===== src/rtl/mmio_input_port_pkg.sv =====
// Shared constants, register map and address decode for the board input peripheral.
package mmio_input_port_pkg;

  localparam int unsigned XLEN  = 32;
  localparam int unsigned SW_W  = 10;
  localparam int unsigned KEY_W = 3;

  localparam logic [19:0] MMIO_PAGE     = 20'h40000;
  localparam logic [11:0] OFF_SW_LEVEL  = 12'h100;
  localparam logic [11:0] OFF_KEY_LEVEL = 12'h200;
  localparam logic [11:0] OFF_KEY_EDGE  = 12'h204;
  localparam logic [11:0] OFF_SW_EDGE   = 12'h208;

  typedef enum logic {
    DISARMED = 1'b0,
    ARMED    = 1'b1
  } arm_state_e;

  typedef enum logic [1:0] {
    REG_SW_LEVEL  = 2'd0,
    REG_KEY_LEVEL = 2'd1,
    REG_KEY_EDGE  = 2'd2,
    REG_SW_EDGE   = 2'd3
  } reg_sel_e;

  typedef struct packed {
    logic     hit;
    reg_sel_e sel;
  } reg_dec_t;

  // Exact word-address match inside the MMIO page.
  function automatic reg_dec_t decode(input logic [XLEN-1:0] addr);
    reg_dec_t d;
    d.hit = 1'b0;
    d.sel = REG_SW_LEVEL;
    if (addr[XLEN-1:12] == MMIO_PAGE) begin
      case (addr[11:0])
        OFF_SW_LEVEL:  begin d.hit = 1'b1; d.sel = REG_SW_LEVEL;  end
        OFF_KEY_LEVEL: begin d.hit = 1'b1; d.sel = REG_KEY_LEVEL; end
        OFF_KEY_EDGE:  begin d.hit = 1'b1; d.sel = REG_KEY_EDGE;  end
        OFF_SW_EDGE:   begin d.hit = 1'b1; d.sel = REG_SW_EDGE;   end
        default:       d.hit = 1'b0;
      endcase
    end
    return d;
  endfunction

endpackage


===== src/rtl/input_debouncer.sv =====
// Two-flop synchroniser plus two-tick agreement debouncer for W pins.
// INVERT flips the pin polarity so samp/deb always hold the active (1 = on/pressed) sense.
module input_debouncer #(
  parameter int unsigned W      = 1,
  parameter bit          INVERT = 1'b0
) (
  input  logic         clk,
  input  logic         rst_n,
  input  logic         tick,
  input  logic [W-1:0] pin_i,
  output logic [W-1:0] deb_o,
  output logic [W-1:0] deb_nxt_c
);

  localparam logic [W-1:0] SYNC_RST = {W{INVERT}};

  logic [W-1:0] sync1_q, sync1_d;
  logic [W-1:0] sync2_q, sync2_d;
  logic [W-1:0] samp_q, samp_d;
  logic [W-1:0] deb_q, deb_d;
  logic [W-1:0] synced_c;
  logic [W-1:0] diff_c;

  always_comb begin
    sync1_d  = pin_i;
    sync2_d  = sync1_q;
    synced_c = sync2_q ^ SYNC_RST;
    diff_c   = synced_c ^ samp_q;
    samp_d   = samp_q;
    deb_d    = deb_q;
    // Accept a bit only when it matches the previous tick's sample.
    if (tick) begin
      samp_d = synced_c;
      deb_d  = (~diff_c & synced_c) | (diff_c & deb_q);
    end
  end

  always_ff @(posedge clk or negedge rst_n) begin
    if (!rst_n) begin
      sync1_q <= SYNC_RST;
      sync2_q <= SYNC_RST;
      samp_q  <= '0;
      deb_q   <= '0;
    end else begin
      sync1_q <= sync1_d;
      sync2_q <= sync2_d;
      samp_q  <= samp_d;
      deb_q   <= deb_d;
    end
  end

  assign deb_o     = deb_q;
  assign deb_nxt_c = deb_d;

endmodule


===== src/rtl/mmio_input_port.sv =====
// Memory-mapped read port for debounced switches/keys with sticky W1C edge flags.
module mmio_input_port
  import mmio_input_port_pkg::*;
#(
  parameter int unsigned DEBOUNCE_CYCLES = 50000
) (
  input  logic             clock,
  input  logic             reset,
  input  logic [SW_W-1:0]  SW,
  input  logic [KEY_W-1:0] KEY,
  input  logic [XLEN-1:0]  address,
  input  logic             read_enable,
  input  logic             write_enable,
  input  logic [XLEN-1:0]  write_data,
  output logic [XLEN-1:0]  read_data,
  output logic             read_hit
);

  localparam int unsigned CNT_W = $clog2(DEBOUNCE_CYCLES);

  logic [CNT_W-1:0] cnt_q, cnt_d;
  logic             tick_c;
  arm_state_e       state_q, state_d;
  logic             first_tick_q, first_tick_d;
  logic [SW_W-1:0]  sw_edge_q, sw_edge_d;
  logic [KEY_W-1:0] key_edge_q, key_edge_d;
  logic [SW_W-1:0]  sw_deb, sw_nxt;
  logic [KEY_W-1:0] key_deb, key_nxt;
  reg_dec_t         dec_c;
  logic             unused_c;

  assign unused_c = ^{read_enable, write_data[XLEN-1:SW_W]};

  input_debouncer #(.W(SW_W), .INVERT(1'b0)) u_sw_deb (
    .clk(clock), .rst_n(reset), .tick(tick_c),
    .pin_i(SW), .deb_o(sw_deb), .deb_nxt_c(sw_nxt)
  );

  input_debouncer #(.W(KEY_W), .INVERT(1'b1)) u_key_deb (
    .clk(clock), .rst_n(reset), .tick(tick_c),
    .pin_i(KEY), .deb_o(key_deb), .deb_nxt_c(key_nxt)
  );

  // Free-running tick counter shared by both debouncers.
  always_comb begin
    tick_c = (cnt_q == CNT_W'(DEBOUNCE_CYCLES - 1));
    cnt_d  = tick_c ? '0 : cnt_q + CNT_W'(1);
  end

  // Arm after the second tick so power-up levels never register as edges.
  always_comb begin
    state_d      = state_q;
    first_tick_d = first_tick_q;
    case (state_q)
      DISARMED: begin
        if (tick_c) begin
          if (first_tick_q) state_d = ARMED;
          else              first_tick_d = 1'b1;
        end
      end
      ARMED:    state_d = ARMED;
    endcase
  end

  assign dec_c = decode(address);

  // Sticky flags: new events win over a same-cycle W1C.
  always_comb begin
    logic [SW_W-1:0]  sw_clr, sw_set;
    logic [KEY_W-1:0] key_clr, key_set;
    sw_clr  = '0;
    key_clr = '0;
    sw_set  = '0;
    key_set = '0;
    if (write_enable && dec_c.hit && dec_c.sel == REG_SW_EDGE)  sw_clr  = write_data[SW_W-1:0];
    if (write_enable && dec_c.hit && dec_c.sel == REG_KEY_EDGE) key_clr = write_data[KEY_W-1:0];
    if (state_q == ARMED) begin
      sw_set  = sw_nxt ^ sw_deb;
      key_set = key_nxt & ~key_deb;
    end
    sw_edge_d  = (sw_edge_q & ~sw_clr) | sw_set;
    key_edge_d = (key_edge_q & ~key_clr) | key_set;
  end

  always_ff @(posedge clock or negedge reset) begin
    if (!reset) begin
      cnt_q        <= '0;
      state_q      <= DISARMED;
      first_tick_q <= 1'b0;
      sw_edge_q    <= '0;
      key_edge_q   <= '0;
    end else begin
      cnt_q        <= cnt_d;
      state_q      <= state_d;
      first_tick_q <= first_tick_d;
      sw_edge_q    <= sw_edge_d;
      key_edge_q   <= key_edge_d;
    end
  end

  always_comb begin
    read_data = '0;
    read_hit  = dec_c.hit;
    if (dec_c.hit) begin
      case (dec_c.sel)
        REG_SW_LEVEL:  read_data = XLEN'(sw_deb);
        REG_KEY_LEVEL: read_data = XLEN'(key_deb);
        REG_KEY_EDGE:  read_data = XLEN'(key_edge_q);
        REG_SW_EDGE:   read_data = XLEN'(sw_edge_q);
      endcase
    end
  end

endmodule


===== config.mk =====
export PLATFORM = sky130hd
export DESIGN_NAME = mmio_input_port
export DESIGN_NICKNAME = d
export VERILOG_FILES = /design/src/rtl/mmio_input_port_pkg.sv /design/src/rtl/input_debouncer.sv /design/src/rtl/mmio_input_port.sv
export SDC_FILE = /design/constraint.sdc
export NUM_CORES = 1
export LEC_CHECK = 0
export CAP_MARGIN = 20
export CORE_MARGIN = 3
export CORE_UTILIZATION = 51
export DETAILED_ROUTE_END_ITERATION = 10
export PLACE_DENSITY = 0.94
export SLEW_MARGIN = 20
export SYNTH_ARGS = -nofsm -noshare
export SYNTH_HDL_FRONTEND = slang
export SYNTH_SLANG_ARGS = --single-unit

===== constraint.sdc =====
create_clock -name clock -period 5.11 [get_ports clock]
set_clock_uncertainty 0.2 [all_clocks]
set_input_delay 1.022 -clock clock [delete_from_list [all_inputs] [get_ports clock]]
set_output_delay 1.022 -clock clock [all_outputs]
set_load 0.02 [all_outputs]

==> flow_summary.ini, run 1 <==
[synthesis]
synth-main-ff-cell = dfrtp_1
synth_xor_area_share_pct = 2.74
postSynthCellCount = 369
syn_area_um2 = 3830
synth_fa_ha_area_share_pct = 0.326
yosysWarningCount = 0
seq_area_frac_synth_pct = 54.4
synth_top_family_by_area = compound AO/OA/AOI/OAI gates
ys_ff_latch = 83
synth.distinct_cells = 50
synth-edff-count = 0
synthSimpleGateAreaFrac_pct = 15.8
async_reset_ff_share_pct = 100
synth_area_per_cell_um2 = 10.4
synth_mux_area_share_pct = 3.72
synth_compound_area_share_pct = 16.2

[final_layout]
antenna-diode-count = 0
multi_input_area_um2 = 1570
layout-drive-gt1-share_pct = 11.1
area_growth_pct = 23.0
regArea_um2 = 2080
final_nets = 519
fillerInstances = 514

[route]
drt_iter0_markers = 297
wl_per_cell_um = 16.6
drt_pass1_iterations = 5
vias = 3201
viasPerCell = 5.95
drtAntennaViolNets = 0
remaining_drc_errors = 0
routed_wl_mm = 8.96

[worst_hold_path]
hold_path_class = flop to flop
hp-start = u_sw_deb.sync1_q[2]$_DFF_PN0_
hold_end = u_sw_deb.sync2_q[2]$_DFF_PN0_
min_path_cells = 0

[cts]
cts_hold_buffers = 0
cts_inserted_buffers = 9
path_clk_slew_ns = 0.09
cts_root_buf = clkbuf_8
ctsResizeCount = 0
cts_setup_buffers = 0
h-tree-depth = 3
clock_latency_ns = 0.36
clock-sinks = 83
cts_tree = yes
clk_path_buf_depth = 2

[timing]
maxSlewViolCount = 0
worstMarginPinSlew_ns = 1.03
tns_ns = 0
fmax_mhz = 214
fin_ws_ns = 0.438
min_period_ns = 4.67
fin_crit_sh_pct = 91.4
slew_headroom_pct = 31.4
hold_viol = 0
rsz0062_at_grt = false
setup_viol = 0

[critical_path]
worstSetupPathType = input pin to output port
ff2ff_path_depth = 4
cp-end-kind = output port
crit_path_max_fanout = 4
rr_startpoint = cnt_q[11]$_DFF_PN0_
crit_arrival_ns = 3.45
required_ns = 3.89
r2r_end = u_sw_deb.samp_q[8]$_DFFE_PN0N_
cp-start-kind = input pin
regToRegSetupSlack_ns = 2.22

[floorplan]
coreArea_um2 = 7060
io_pins = 114
start_util_pct = 54.3
die-area_um2 = 8590
die_height_um = 92.7
row_count = 30
die_x_um = 92.7

[placement]
place_congestion = 0.804
post-place-ws_ns = 0.489
place_hpwl_mm = 6.08
portBuffers = 68

[grt]
antenna_found_initial = 0
grt_max_degree = 84
grt-ovfl-total = 0
grt_pass1_vias = 3153
grt_pass1_wl_mm = 14.7
grtUsageTotal_pct = 21.9

[job]
drv_cap = 0

[power_and_ir_drop]
ir_drop_mv = 0.233
p_leak_uw = 0.00191
powerDensity_nw_per_um2 = 257

[status]
status = finished clean
==> stage by stage <==
step                      hold slack [ns]  power, uW  cells  cell area, um^2  utilization [%]
final                               0.143       1210    538             4720             66.8
after global routing                0.153       1260    538             4720             66.8
after CTS                           0.149       1220    537             4690             66.5
after detailed placement            0.135        775    521             4500             63.8
after global placement              0.131        773    521             4500             63.8
after floorplan                     0.131        725    390             3910                -
==> metal layers <==
metal	up-vias	global-route usage, %	routed length (um)
li1	1417	-	-
met4	0	9.77	205
met3	33	7.47	932
met1	1554	25.1	3360
met5	-	0	0
met2	197	37.0	4460
==> final cells by class <==
| cell class | instances | share of cell area, % |
|---|---|---|
| clock buffer | 9 | 2.63 |
| clock inverter | 7 | 1.41 |
| inverter | 6 | 0.477 |
| multi-input combinational | 265 | 33.3 |
| sequential | 83 | 44.2 |
| tap | 96 | 2.55 |
| timing repair buffer | 72 | 15.4 |
==> how the worst max path moves through the flow <==
stage / from / end / slack (ns) / cells after the start
global route: address[1] / read_data[1] / 0.25 / 6
global placement: address[1] / read_data[1] / 0.50 / 6
floorplan: address[5] / read_data[1] / 1.64 / 5
finish: address[1] / read_data[1] / 0.44 / 6
CTS: address[1] / read_data[1] / 0.48 / 6
detailed placement: address[1] / read_data[1] / 0.49 / 6
==> cell usage after synthesis, types with 2 or more instances <==
cell      count  share of area [%]
a21oi_1      15                2.0
a22oi_1       7                1.4
and3_1        4               0.65
buf_2         6               0.78
buf_4        23                4.5
clkbuf_1      5               0.49
dfrtp_1      77                 50
dfstp_2       6                4.1
inv_1         6               0.59
mux2_2       10                2.9
mux2i_1       3               0.78
nand2_1      33                3.2
nand2_2       2               0.33
nand3_1      10                1.3
nand4_1       4               0.65
nand4_2       2               0.65
nor2_1       43                4.2
nor3_1        3               0.39
nor4_1        4               0.65
o211ai_1     13                2.5
o21ai_0      30                3.9
o21ai_1      10                1.3
o311ai_0      2               0.46
o41ai_1      15                3.4
xnor2_1      10                2.3
xor2_1        2               0.46
==> cells in the final DEF (no fill, tap or decap), types with 2 or more instances in the layout <==
| cell | Yosys | layout |
|---|---|---|
| clkinv_4 | 0 | 2 |
| nand4_2 | 2 | 2 |
| buf_4 | 23 | 4 |
| inv_6 | 0 | 3 |
| dfstp_2 | 6 | 6 |
| xor2_1 | 2 | 2 |
| nor3_1 | 3 | 3 |
| and3_1 | 4 | 4 |
| o21ai_0 | 30 | 30 |
| a22oi_1 | 7 | 7 |
| nand2_2 | 2 | 2 |
| xnor2_1 | 10 | 10 |
| nor4_1 | 4 | 4 |
| clkbuf_8 | 0 | 9 |
| o41ai_1 | 15 | 15 |
| o211ai_1 | 13 | 13 |
| inv_1 | 6 | 6 |
| o21ai_1 | 10 | 10 |
| dfrtp_1 | 77 | 77 |
| clkdlybuf4s50_1 | 0 | 67 |
| mux2_2 | 10 | 10 |
| nand3_1 | 10 | 10 |
| conb_1 | 1 | 22 |
| a21oi_1 | 15 | 15 |
| nand2_1 | 33 | 33 |
| nor2_1 | 43 | 42 |
| inv_8 | 0 | 2 |
| o311ai_0 | 2 | 2 |
| mux2i_1 | 3 | 3 |
| nand4_1 | 4 | 4 |
==> flip-flops by register name, indices dropped and copies added (netlist names) <==
register and flops:
cnt_q 16, first_tick_q 1, key_edge_q 3, state_q 1, sw_edge_q 10, u_key_deb.deb_o 3, u_key_deb.samp_q 3, u_key_deb.sync1_q 3
u_key_deb.sync2_q 3, u_sw_deb.deb_o 10, u_sw_deb.samp_q 10, u_sw_deb.sync1_q 10, u_sw_deb.sync2_q 10
==> power breakdown <==
group	internal (uW)	total, uW	switching [uW]
Clock	190	448	258
Sequential	669	675	6.75
Combinational	45.7	90.4	44.7
==> logic make-up (layout without fill, tap and decap cells) <==
kind of cell | count (synthesis) | after routing
xor gates and xnor gates | 12 | 12
muxes | 13 | 13
other | 1 | 22
buffers and inverters | 42 | 94
adders and majority gates | 1 | 1
AOI/OAI and AO/OA | 98 | 98
and+or+nand+nor | 119 | 119
DFF | 83 | 83
==> critical path: stages <==
cell             delay [ns]
clkdlybuf4s50_1        0.44
nor4b_1                0.37
a21boi_0               0.53
o211ai_1               0.19
a21oi_1                0.25
clkdlybuf4s50_1        0.65
No activity file was read; power rests on OpenSTA's default activity.
==> run 2, diff against run 1 <==
--- a/config.mk
+++ b/config.mk
@@ -10,6 +10,7 @@
 export CORE_UTILIZATION = 51
 export DETAILED_ROUTE_END_ITERATION = 10
 export PLACE_DENSITY = 0.94
+export RECOVER_POWER = 25
 export SLEW_MARGIN = 20
 export SYNTH_ARGS = -nofsm -noshare
 export SYNTH_HDL_FRONTEND = slang
==> run 2 against run 1 <==
The run now ends with max-capacitance violations, max-slew violations left. Total power about the same. Die area unchanged. First-iteration DRC count down 8.1%. Critical path depth unchanged. Clock-buffer cell count unchanged. Sequential power about the same. Combinational power about the same. Via count down 1.4%. Hold slack about the same. Maximum frequency about the same. Largest cell class unchanged.
==> flow_summary.ini, run 2 (synthesis gave the netlist of run 1 again) <==
[critical_path]
crit_path_max_fanout = 4
required_ns = 3.89
crit_arrival_ns = 3.45
cp-end-kind = output port
crit_chain = clkdlybuf4s50_1 > nor4b_1 > a21boi_0 > o211ai_1 > a21oi_1 > clkdlybuf4s50_1
cp-start-kind = input pin
r2r_end = u_sw_deb.samp_q[8]$_DFFE_PN0N_
crit_top_cell = clkdlybuf4s50_1
rr_startpoint = cnt_q[11]$_DFF_PN0_
cpPeakStageDelay_ns = 0.65
startpoint = address[1]
regToRegSetupSlack_ns = 2.21
critPathSlowestCell = clkdlybuf4s50_1
crit_family = buffers and inverters
cp.depth = 6
timing.critical_path.buf_inv = 2
worstSetupPathType = input pin to output port
crit_path_end = read_data[1]
ff2ff_path_depth = 4

[grt]
antenna_found_initial = 0
grtUsageTotal_pct = 21.9
busiest_layer = met2
grt_pass1_vias = 3153
met2_usage_pct = 37.0
grt-ovfl-total = 0
grt_max_degree = 84
grt_use_met3_pct = 7.47
grt_pass1_wl_mm = 14.7
met1_usage_pct = 25.1

[cts]
path_clk_slew_ns = 0.09
cts_inserted_buffers = 9
ctsResizeCount = 0
h-tree-depth = 3
cts_setup_buffers = 0
clk_path_buf_depth = 2
clock_latency_ns = 0.36
cts_tree = yes
cts_hold_buffers = 0
clock-sinks = 83
cts_root_buf = clkbuf_8

[route]
drt_iter0_markers = 273
remaining_drc_errors = 0
viasPerCell = 5.86
drt_pass1_iterations = 6
wl_per_cell_um = 16.6
vias = 3155
drtAntennaViolNets = 0
routed_wl_mm = 8.95

[placement]
place_congestion = 0.804
dp_cells = 521
place_hpwl_mm = 6.08
portBuffers = 68

[final_layout]
antenna-diode-count = 0
largest_register_ffs = 16
layout.cells.non_filler = 538
final_common_cell = dfrtp_1
fin_util_pct = 66.8
top_register = cnt_q
area_growth_pct = 22.9
final_nets = 519
layout-drive-gt1-share_pct = 10.9
layout_common_cells = dfrtp_1 (77), clkdlybuf4s50_1 (67), nor2_1 (42)

[timing]
tns_ns = 0
fin_crit_sh_pct = 91.3
slew_headroom_pct = -17.4
maxSlewViolCount = 32
hold_viol = 0
min_period_ns = 4.67
setup_viol = 0
fmax_mhz = 214
worstMarginPinSlew_ns = 1.76
rsz0062_at_grt = false

[floorplan]
die-area_um2 = 8590
coreArea_um2 = 7060
io_pins = 114
start_util_pct = 54.3
die_x_um = 92.7
die_height_um = 92.7
row_count = 30

[job]
drv_cap = 1

[status]
failed_checks = max-capacitance violations, max-slew violations
status = finished, violations left

[worst_hold_path]
hold_path_class = flop to flop

[power_and_ir_drop]
powerDensity_nw_per_um2 = 257
p_leak_uw = 0.00190
ir_drop_mv = 0.233
run 2: cell types whose count changed in the layout (fill, tap and decap cells not counted):
cell and delta:
clkbuf_1 +1, buf_4 -1
run 2: per-layer routing:
layer	up-vias	part of all wire, %	routed length, um
met2	179	50	4450
met1	1531	39	3460
li1	1418	-	-
met4	0	2.5	223
met5	-	0	0
met3	27	9.2	826
run 2: cell type report:
class,instances,area [um^2]
Clock buffer,9,124
Fill cell,516,2340
Tap cell,96,120
Timing Repair Buffer,72,724
Inverter,6,22.5
Multi-Input combinational cell,265,1570
Sequential cell,83,2080
Clock inverter,7,66.3
run 2: how the worst min path moves through the flow:
stage               slack [ns]                       endpoint  cells after the start                           from
floorplan                 0.13  u_sw_deb.sync2_q[0]$_DFF_PN0_                      0  u_sw_deb.sync1_q[0]$_DFF_PN0_
global placement          0.13  u_sw_deb.sync2_q[2]$_DFF_PN0_                      0  u_sw_deb.sync1_q[2]$_DFF_PN0_
detailed placement        0.13  u_sw_deb.sync2_q[4]$_DFF_PN0_                      0  u_sw_deb.sync1_q[4]$_DFF_PN0_
CTS                       0.15  u_sw_deb.sync2_q[2]$_DFF_PN0_                      0  u_sw_deb.sync1_q[2]$_DFF_PN0_
global route              0.15  u_sw_deb.sync2_q[2]$_DFF_PN0_                      0  u_sw_deb.sync1_q[2]$_DFF_PN0_
finish                    0.14  u_sw_deb.sync2_q[2]$_DFF_PN0_                      0  u_sw_deb.sync1_q[2]$_DFF_PN0_
run 2: stage by stage:
| step | worst slack (ns) | area [um^2] | total power [uW] | hold slack, ns |
|---|---|---|---|---|
| floorplan | 1.64 | 3910 | 725 | 0.131 |
| global placement | 0.498 | 4500 | 773 | 0.131 |
| detailed placement | 0.489 | 4500 | 775 | 0.135 |
| CTS | 0.482 | 4690 | 1220 | 0.149 |
| global route | 0.251 | 4710 | 1260 | 0.153 |
| finish | 0.443 | 4710 | 1210 | 0.143 |
run 2: where the power goes:
group          switching [uW]  internal (uW)
clock network             257            190
registers                6.73            669
logic                    44.6           45.5
total                     309            904
run 2: worst register-to-register path, delay by kind of cell (launching register included):
kind             cells  cell delay (ns)
flip-flops           1             0.43
multiplexers         1             0.43
AND/OR/NAND/NOR      3             1.74
